[src/rtl/module_branch_unit.sv]
// Branch/jump unit: forms BEQ/BNE/J/JAL/JR targets, waits out the single
// delay slot, then issues one PC load. All outputs are registered.
module module_branch_unit #(
   parameter int WORD_SIZE = 32
) (
   input  logic                 clk,
   input  logic                 reset,
   input  logic                 br_valid,
   input  logic [2:0]           br_type,
   input  logic [WORD_SIZE-1:0] pc_in,
   input  logic [15:0]          imm16,
   input  logic [25:0]          jidx,
   input  logic [WORD_SIZE-1:0] rs_val,
   input  logic                 zero_fg,
   output logic                 wr_en,
   output logic [WORD_SIZE-1:0] addr,
   output logic                 link_en,
   output logic [WORD_SIZE-1:0] link_addr,
   output logic                 busy,
   output logic                 misalign,
   output logic                 slot_err
);

   localparam logic [2:0] BR_BEQ = 3'd0;
   localparam logic [2:0] BR_BNE = 3'd1;
   localparam logic [2:0] BR_J   = 3'd2;
   localparam logic [2:0] BR_JAL = 3'd3;
   localparam logic [2:0] BR_JR  = 3'd4;

   typedef enum logic [1:0] {IDLE, SLOT, REDIRECT} state_t;

   state_t               state_q, state_d;
   logic [WORD_SIZE-1:0] target_q, target_d;
   logic                 wr_en_q, wr_en_d;
   logic [WORD_SIZE-1:0] addr_q, addr_d;
   logic                 link_en_q, link_en_d;
   logic [WORD_SIZE-1:0] link_addr_q, link_addr_d;
   logic                 busy_q, busy_d;
   logic                 misalign_q, misalign_d;
   logic                 slot_err_q, slot_err_d;

   logic [WORD_SIZE-1:0] seqPc;
   logic [WORD_SIZE-1:0] brTarget;
   logic [WORD_SIZE-1:0] jTarget;
   logic                 taken;
   logic [WORD_SIZE-1:0] newTarget;

   assign seqPc    = pc_in + WORD_SIZE'(4);
   assign brTarget = seqPc + {{(WORD_SIZE-18){imm16[15]}}, imm16, 2'b00};
   assign jTarget  = {seqPc[WORD_SIZE-1:28], jidx, 2'b00};

   always_comb begin
      state_d     = state_q;
      target_d    = target_q;
      wr_en_d     = 1'b0;
      addr_d      = addr_q;
      link_en_d   = 1'b0;
      link_addr_d = link_addr_q;
      misalign_d  = 1'b0;
      slot_err_d  = 1'b0;
      taken       = 1'b0;
      newTarget   = target_q;

      case (state_q)
         IDLE: begin
            if (br_valid) begin
               case (br_type)
                  BR_BEQ: begin
                     taken     = zero_fg;
                     newTarget = brTarget;
                  end
                  BR_BNE: begin
                     taken     = ~zero_fg;
                     newTarget = brTarget;
                  end
                  BR_J: begin
                     taken     = 1'b1;
                     newTarget = jTarget;
                  end
                  BR_JAL: begin
                     taken       = 1'b1;
                     newTarget   = jTarget;
                     link_en_d   = 1'b1;
                     link_addr_d = pc_in + WORD_SIZE'(8);
                  end
                  BR_JR: begin
                     taken      = (rs_val[1:0] == 2'b00);
                     misalign_d = (rs_val[1:0] != 2'b00);
                     newTarget  = rs_val;
                  end
                  default: taken = 1'b0;
               endcase
               if (taken) begin
                  state_d  = SLOT;
                  target_d = newTarget;
               end
            end
         end
         SLOT: begin
            // Delay slot fetched this cycle; load the PC on the next one.
            state_d    = REDIRECT;
            wr_en_d    = 1'b1;
            addr_d     = target_q;
            slot_err_d = br_valid;
         end
         REDIRECT: begin
            state_d    = IDLE;
            slot_err_d = br_valid;
         end
         default: state_d = IDLE;
      endcase

      busy_d = (state_d != IDLE);
   end

   always_ff @(posedge clk) begin
      if (reset) begin
         state_q     <= IDLE;
         target_q    <= '0;
         wr_en_q     <= 1'b0;
         addr_q      <= '0;
         link_en_q   <= 1'b0;
         link_addr_q <= '0;
         busy_q      <= 1'b0;
         misalign_q  <= 1'b0;
         slot_err_q  <= 1'b0;
      end else begin
         state_q     <= state_d;
         target_q    <= target_d;
         wr_en_q     <= wr_en_d;
         addr_q      <= addr_d;
         link_en_q   <= link_en_d;
         link_addr_q <= link_addr_d;
         busy_q      <= busy_d;
         misalign_q  <= misalign_d;
         slot_err_q  <= slot_err_d;
      end
   end

   assign wr_en     = wr_en_q;
   assign addr      = addr_q;
   assign link_en   = link_en_q;
   assign link_addr = link_addr_q;
   assign busy      = busy_q;
   assign misalign  = misalign_q;
   assign slot_err  = slot_err_q;

endmodule

[config.mk]
export PLATFORM = sky130hd
export DESIGN_NAME = module_branch_unit
export DESIGN_NICKNAME = d
export VERILOG_FILES = /design/src/rtl/module_branch_unit.sv
export SDC_FILE = /design/constraint.sdc
export NUM_CORES = 1
export LEC_CHECK = 0
export ABC_CLOCK_PERIOD_IN_PS = 4350
export CORE_MARGIN = 3
export CORE_UTILIZATION = 44
export DETAILED_ROUTE_END_ITERATION = 8
export GPL_ROUTABILITY_DRIVEN = 0
export MAX_ROUTING_LAYER = met4
export PLACE_DENSITY = 0.84
export SLEW_MARGIN = 10
export SYNTH_ARGS = -nofsm -noshare
export SYNTH_HDL_FRONTEND = slang
export SYNTH_SLANG_ARGS = --single-unit
[constraint.sdc]
create_clock -name clk -period 4.35 [get_ports clk]
set_input_delay 1.0875 -clock clk [delete_from_list [all_inputs] [get_ports clk]]
set_output_delay 1.0875 -clock clk [all_outputs]
set_load 0.1 [all_outputs]
=== Word-level counts from Yosys, hierarchy flattened ===
Index checks and enable logic that the tools add are counted.

* Add/subtract/negate cells: 3
* Equal/unequal tests: 6
* Muxes and demuxes: 9
* Bitwise logic cells: 5
* Reduce and logical (&&, ||, !) cells: 14

{| class="wikitable"
|+ Operators by type and width
! cell !! number
|-
| $pmux W32 S3 || 1
|-
| $add A32 B3 Y32 const B || 1
|-
| $add A32 B32 Y32 || 1
|-
| $add A32 B4 Y32 const B || 1
|-
| $reduce_or A2 Y1 || 4
|-
| $eq A3 B2 Y1 const B || 2
|-
| $not A1 Y1 || 5
|-
| $logic_not A2 Y1 || 2
|-
| $mux W1 || 4
|-
| $mux W2 || 2
|-
| $pmux W1 S4 || 1
|-
| $pmux W2 S2 || 1
|-
| $reduce_and A4 Y1 || 1
|-
| $reduce_bool A2 Y1 || 2
|-
| $reduce_or A4 Y1 || 1
|-
| $eq A3 B1 Y1 const B || 1
|-
| $eq A3 B3 Y1 const B || 1
|-
| $logic_not A3 Y1 || 1
|-
| $reduce_and A3 Y1 || 1
|-
| $reduce_bool A3 Y1 || 1
|-
| $reduce_or A3 Y1 || 1
|-
| $eq A2 B1 Y1 const B || 1
|-
| $eq A2 B2 Y1 const B || 1
|}

* Bits in registers: 103
* Bits of input ports: 113

=== Logic depth before layout (Yosys ltp) ===
* Word-level depth: 9
* Depth in mapped cells: 18
* Gate-level depth less buffers: 16

=== Least setup slack after synthesis ===
No wires, ideal clock.

* Path type: input -> register
* From: in pc_in[3]
* To: reg target_q[28]
* Library setup time: 0.101 ns
* Arrival: 4.214 ns
* Path slack: 0.035 ns
* Stages: 18
* Path buffers: 2
* Cell sequence: ha_1 -> and3_1 -> and3_1 -> buf_4 -> and3_1 -> buf_2 -> nand4_1 -> xnor2_1 -> ha_1 -> a21o_1 -> a21o_1 -> a221oi_1 -> o21ai_1 -> a21oi_2 -> nand2_1 -> a21oi_1 -> xor2_1 -> o41ai_1

* Longest elaborated chain between the ends: 3

{| class="wikitable"
|+ Ends and longest elaborated chain
! what !! RTL line !! RTL
|-
| start: declaration || 10 || <nowiki>input logic [WORD_SIZE-1:0] pc_in,</nowiki>
|-
| $add A32 B3 Y32 * || 48 || <nowiki>assign seqPc = pc_in + WORD_SIZE'(4);</nowiki>
|-
| $add A32 B32 Y32 || 49 || <nowiki>assign brTarget = seqPc + {{(WORD_SIZE-18){imm16[15]}}, imm16, 2'b00};</nowiki>
|-
| $pmux W32 S3 * || 67 || <nowiki>case (br_type)</nowiki>
|-
| end signal: assignment || 129 || <nowiki>target_q <= target_d;</nowiki>
|-
| end: declaration || 33 || <nowiki>logic [WORD_SIZE-1:0] target_q, target_d;</nowiki>
|}

Mark *: on every way between the ends. The rest lies on a longest branch, timed or not.
A chain may end at the register's enable or synchronous reset.

=== Worst setup path after layout ===
* From: in pc_in[5]
* To: reg target_q[26]

* Longest elaborated chain between the ends: 3

{| class="wikitable"
|+ Ends and longest elaborated chain
! what !! RTL line
|-
| $add A32 B3 Y32 || 48
|-
| $add A32 B32 Y32 || 49
|-
| $pmux W32 S3 || 67
|}

No other way between the ends.

==> impl_metrics.py <==
metrics = {
    "run_status": {
        "outcome": "completed",
    },
    "worst_setup_path": {
        "cp_num_cells": 15,
        "rr_startpoint": "state_q[1]",
        "crit_family": "simple AND/OR/NAND/NOR gates",
        "worstSetupPathType": "primary input to flop",
        "cp.buffers_inverters": 2,
        "critPathMaxFanout": 6,
        "r2r_cells": 6,
        "cp-start-kind": "primary input",
        "reg2reg_to": "target_q[13]",
        "regToRegSetupSlack_ns": 2.27,
        "cp_common_cell": "and4_1",
        "worst_ep_arrival_time_ns": 4.40,
        "crit_path_start": "pc_in[5]",
        "required_ns": 4.56,
        "critical-path-max-stage-delay_ns": 0.50,
        "cp-end-kind": "flop",
        "path_cells": "clkdlybuf4s50_1 > and4_1 > nand4_1 > buf_4 > nand2b_1 > xnor2_1 > ha_1 > and4_1 > a221oi_2 > o21ai_1 > a21oi_2 > a21oi_1 > or3_1 > nand3_1 > a211oi_1",
        "crit_path_end": "target_q[26]",
        "crit_slowest_cell": "clkdlybuf4s50_1",
    },
    "drt": {
        "drtAntennaViolNets": 0,
        "drc": 0,
        "met3_length_mm": 1.43,
        "drt-initial-drc-count": 540,
        "wl_met1_mm": 9.41,
        "wl_per_cell_microns": 16.9,
        "totalWireLength_mm": 20.6,
        "highest_layer": "met4",
        "drtPass1Iterations": 7,
        "via_per_inst": 5.61,
        "vias": 6834,
        "wl_met2_mm": 9.43,
    },
    "sta": {
        "fin_crit_sh": 0.964,
        "skew_ns": 0.0106,
        "clock.fmax_mhz": 239,
        "slew_headroom": 0.288,
        "min_period_ns": 4.19,
        "finalHoldViolCount": 0,
        "maxSlewViolCount": 0,
        "worstMarginPinSlew_ns": 1.07,
        "whs_ns": 0.464,
        "post-route-worst-setup-slack_ns": 0.159,
        "finalSetupTns_ns": 0,
        "setup_violations": 0,
    },
    "power": {
        "p_comb_frac": 0.332,
        "p_seq_frac": 0.367,
        "p_sw_frac": 0.345,
        "intPower_mw": 1.80,
        "switching_power_mw": 0.948,
        "ir_worst_vdd_uv": 215,
        "p_clk_frac": 0.301,
        "p_leak_nw": 3.74,
        "power.density_nw_per_um2": 289,
    },
    "grt": {
        "grt_pass1_vias": 6678,
        "track_usage": 0.257,
        "grt_max_degree": 61,
        "overflow": 0,
        "antenna_found_initial": 0,
        "grt_pass1_wl_mm": 33.1,
    },
    "logic_synthesis": {
        "synth_area_leader_cell": "dfxtp_1",
        "syn_area_sq_um": 6440,
        "syn_area_per_cell_sq_um": 8.33,
        "ys_ff_latch": 102,
        "synth_top_cell_area_share": 0.317,
        "synthArstFlopShare": 0,
        "yosysMostFrequentCell": "nor2_1",
        "synth_cell_types": 68,
        "netlist_top_cells_count": "nor2_1, dfxtp_1, nand2_1",
        "ys_seq_area_frac": 0.317,
        "synth_flop_cell": "dfxtp_1",
        "syn_nets": 923,
        "ys_warn_count": 0,
        "synth_edf_count": 0,
        "synthTopCellsByArea": "dfxtp_1, nor2_1, ha_1",
        "syn_inst": 774,
    },
    "clocking": {
        "cts_tree": "done",
        "cts_buffers": 9,
        "htree_levels": 3,
        "path_clk_slew_ns": 0.07,
        "clockRootBuffer": "clkbuf_16",
        "postCtsHoldBufs": 0,
        "clk_latency_ns": 0.36,
        "clk_path_buf_depth": 2,
        "cts_num_sinks": 102,
    },
    "cells_and_area": {
        "drive_gt1_frac": 0.170,
        "nFillCells": 1092,
        "fin_nets": 1182,
        "area_delta_synth_final_pct": 47.8,
        "layout.cells.non_filler": 1218,
        "antenna_cells": 0,
    },
    "hold_path": {
        "min_path_type": "flop to flop",
    },
    "place": {
        "dpl.cell_count": 1197,
        "place_ws_ns": -0.506,
        "port_buffers": 181,
        "dp_hpwl_mm": 15.8,
    },
    "floorplanning": {
        "core_area_sq_um": 14100,
        "ioPinCount": 182,
        "die_h_microns": 127,
        "initial_utilization": 0.457,
        "die_w_microns": 127,
        "rows": 43,
        "dieArea_sq_um": 16100,
    },
    "run": {
        "cap_violations": 0,
    },
}
power by group through the flow:
stage | logic (mW) | clock network [mW] | registers, mW
global placement | 0.876 | 0 | 1.03
detailed placement | 0.892 | 0 | 1.03
floorplan | 0.397 | 0 | 1.16
finish | 0.912 | 0.828 | 1.01
global route | 0.983 | 0.873 | 1.01
CTS | 0.900 | 0.840 | 1.01
worst min-delay path, cell delays in order, from the launching register on:
cell     delay [ns]
dfxtp_1        0.31
nand2_1        0.05
a21oi_1        0.05
sequential cells by signal (all words and copies together), names as in the netlist:
signal and count:
link_addr 32, target_q 32, misalign 1, link_en 1, state_q 2, busy 1, addr 32, slot_err 1
layout by cell type (no fill, tap or decap), drive strengths merged, types with 21 or more instances in the layout:
cell type / synthesis / routed
clkdlybuf4s50: 0 / 176
a21oi: 32 / 32
xnor2: 40 / 40
xor2: 33 / 33
nand2: 66 / 66
nand4: 22 / 22
ha: 35 / 35
buf: 11 / 116
a211oi: 48 / 48
nor2: 133 / 133
a221oi: 21 / 21
mux2i: 34 / 34
dfxtp: 102 / 102
worst min-delay path by stage:
stage / from / end / cells after the start
floorplan: state_q[0] / state_q[0] / 2
CTS: link_addr[1] / link_addr[1] / 2
global placement: link_addr[0] / link_addr[0] / 2
finish: link_addr[1] / link_addr[1] / 2
detailed placement: link_addr[1] / link_addr[1] / 2
global route: link_addr[1] / link_addr[1] / 2
stage by stage:
step | util | instance area (sq um) | power [mW]
after floorplan | - | 6440 | 1.56
after global placement | 0.649 | 9140 | 1.90
after detailed placement | 0.649 | 9140 | 1.92
after CTS | 0.671 | 9450 | 2.75
after global routing | 0.676 | 9530 | 2.87
final | 0.676 | 9530 | 2.75
cells by family (layout without fill, tap and decap cells):
kind of cell               Yosys count  count (layout)  synth area share
xor gates and xnor gates            74              74             0.104
AOI/OAI and AO/OA                  180             180             0.205
muxes                               35              35            0.0546
buffers and inverters               55             319            0.0330
adders and majority gates           36              36            0.0711
DFF                                102             102             0.317
and+or+nand+nor                    292             292             0.216
layout make-up:
type                            instances  area, sq um  area share
Tap cell                              180          225      0.0236
Sequential cell                       102         2040       0.214
Inverter                                7         26.3     0.00276
Multi-Input combinational cell        617         4240       0.445
Timing Repair Buffer                  296         2690       0.283
Clock buffer                           10          239      0.0251
Clock inverter                          6         62.6     0.00657
metal layers:
metal,GRT usage,vias to the layer above
met5,-,-
met1,0.346,3210
met3,0.0502,29
li1,-,3325
met4,0.0593,0
met2,0.403,270
repair_timing:
item	CTS	global route
buffers inserted	1	4
endpoints found under the setup margin	5	16
gates cloned	0	0
gates resized for setup	2	11
pin swaps	2	11
Power figures use the tool's default switching activity.
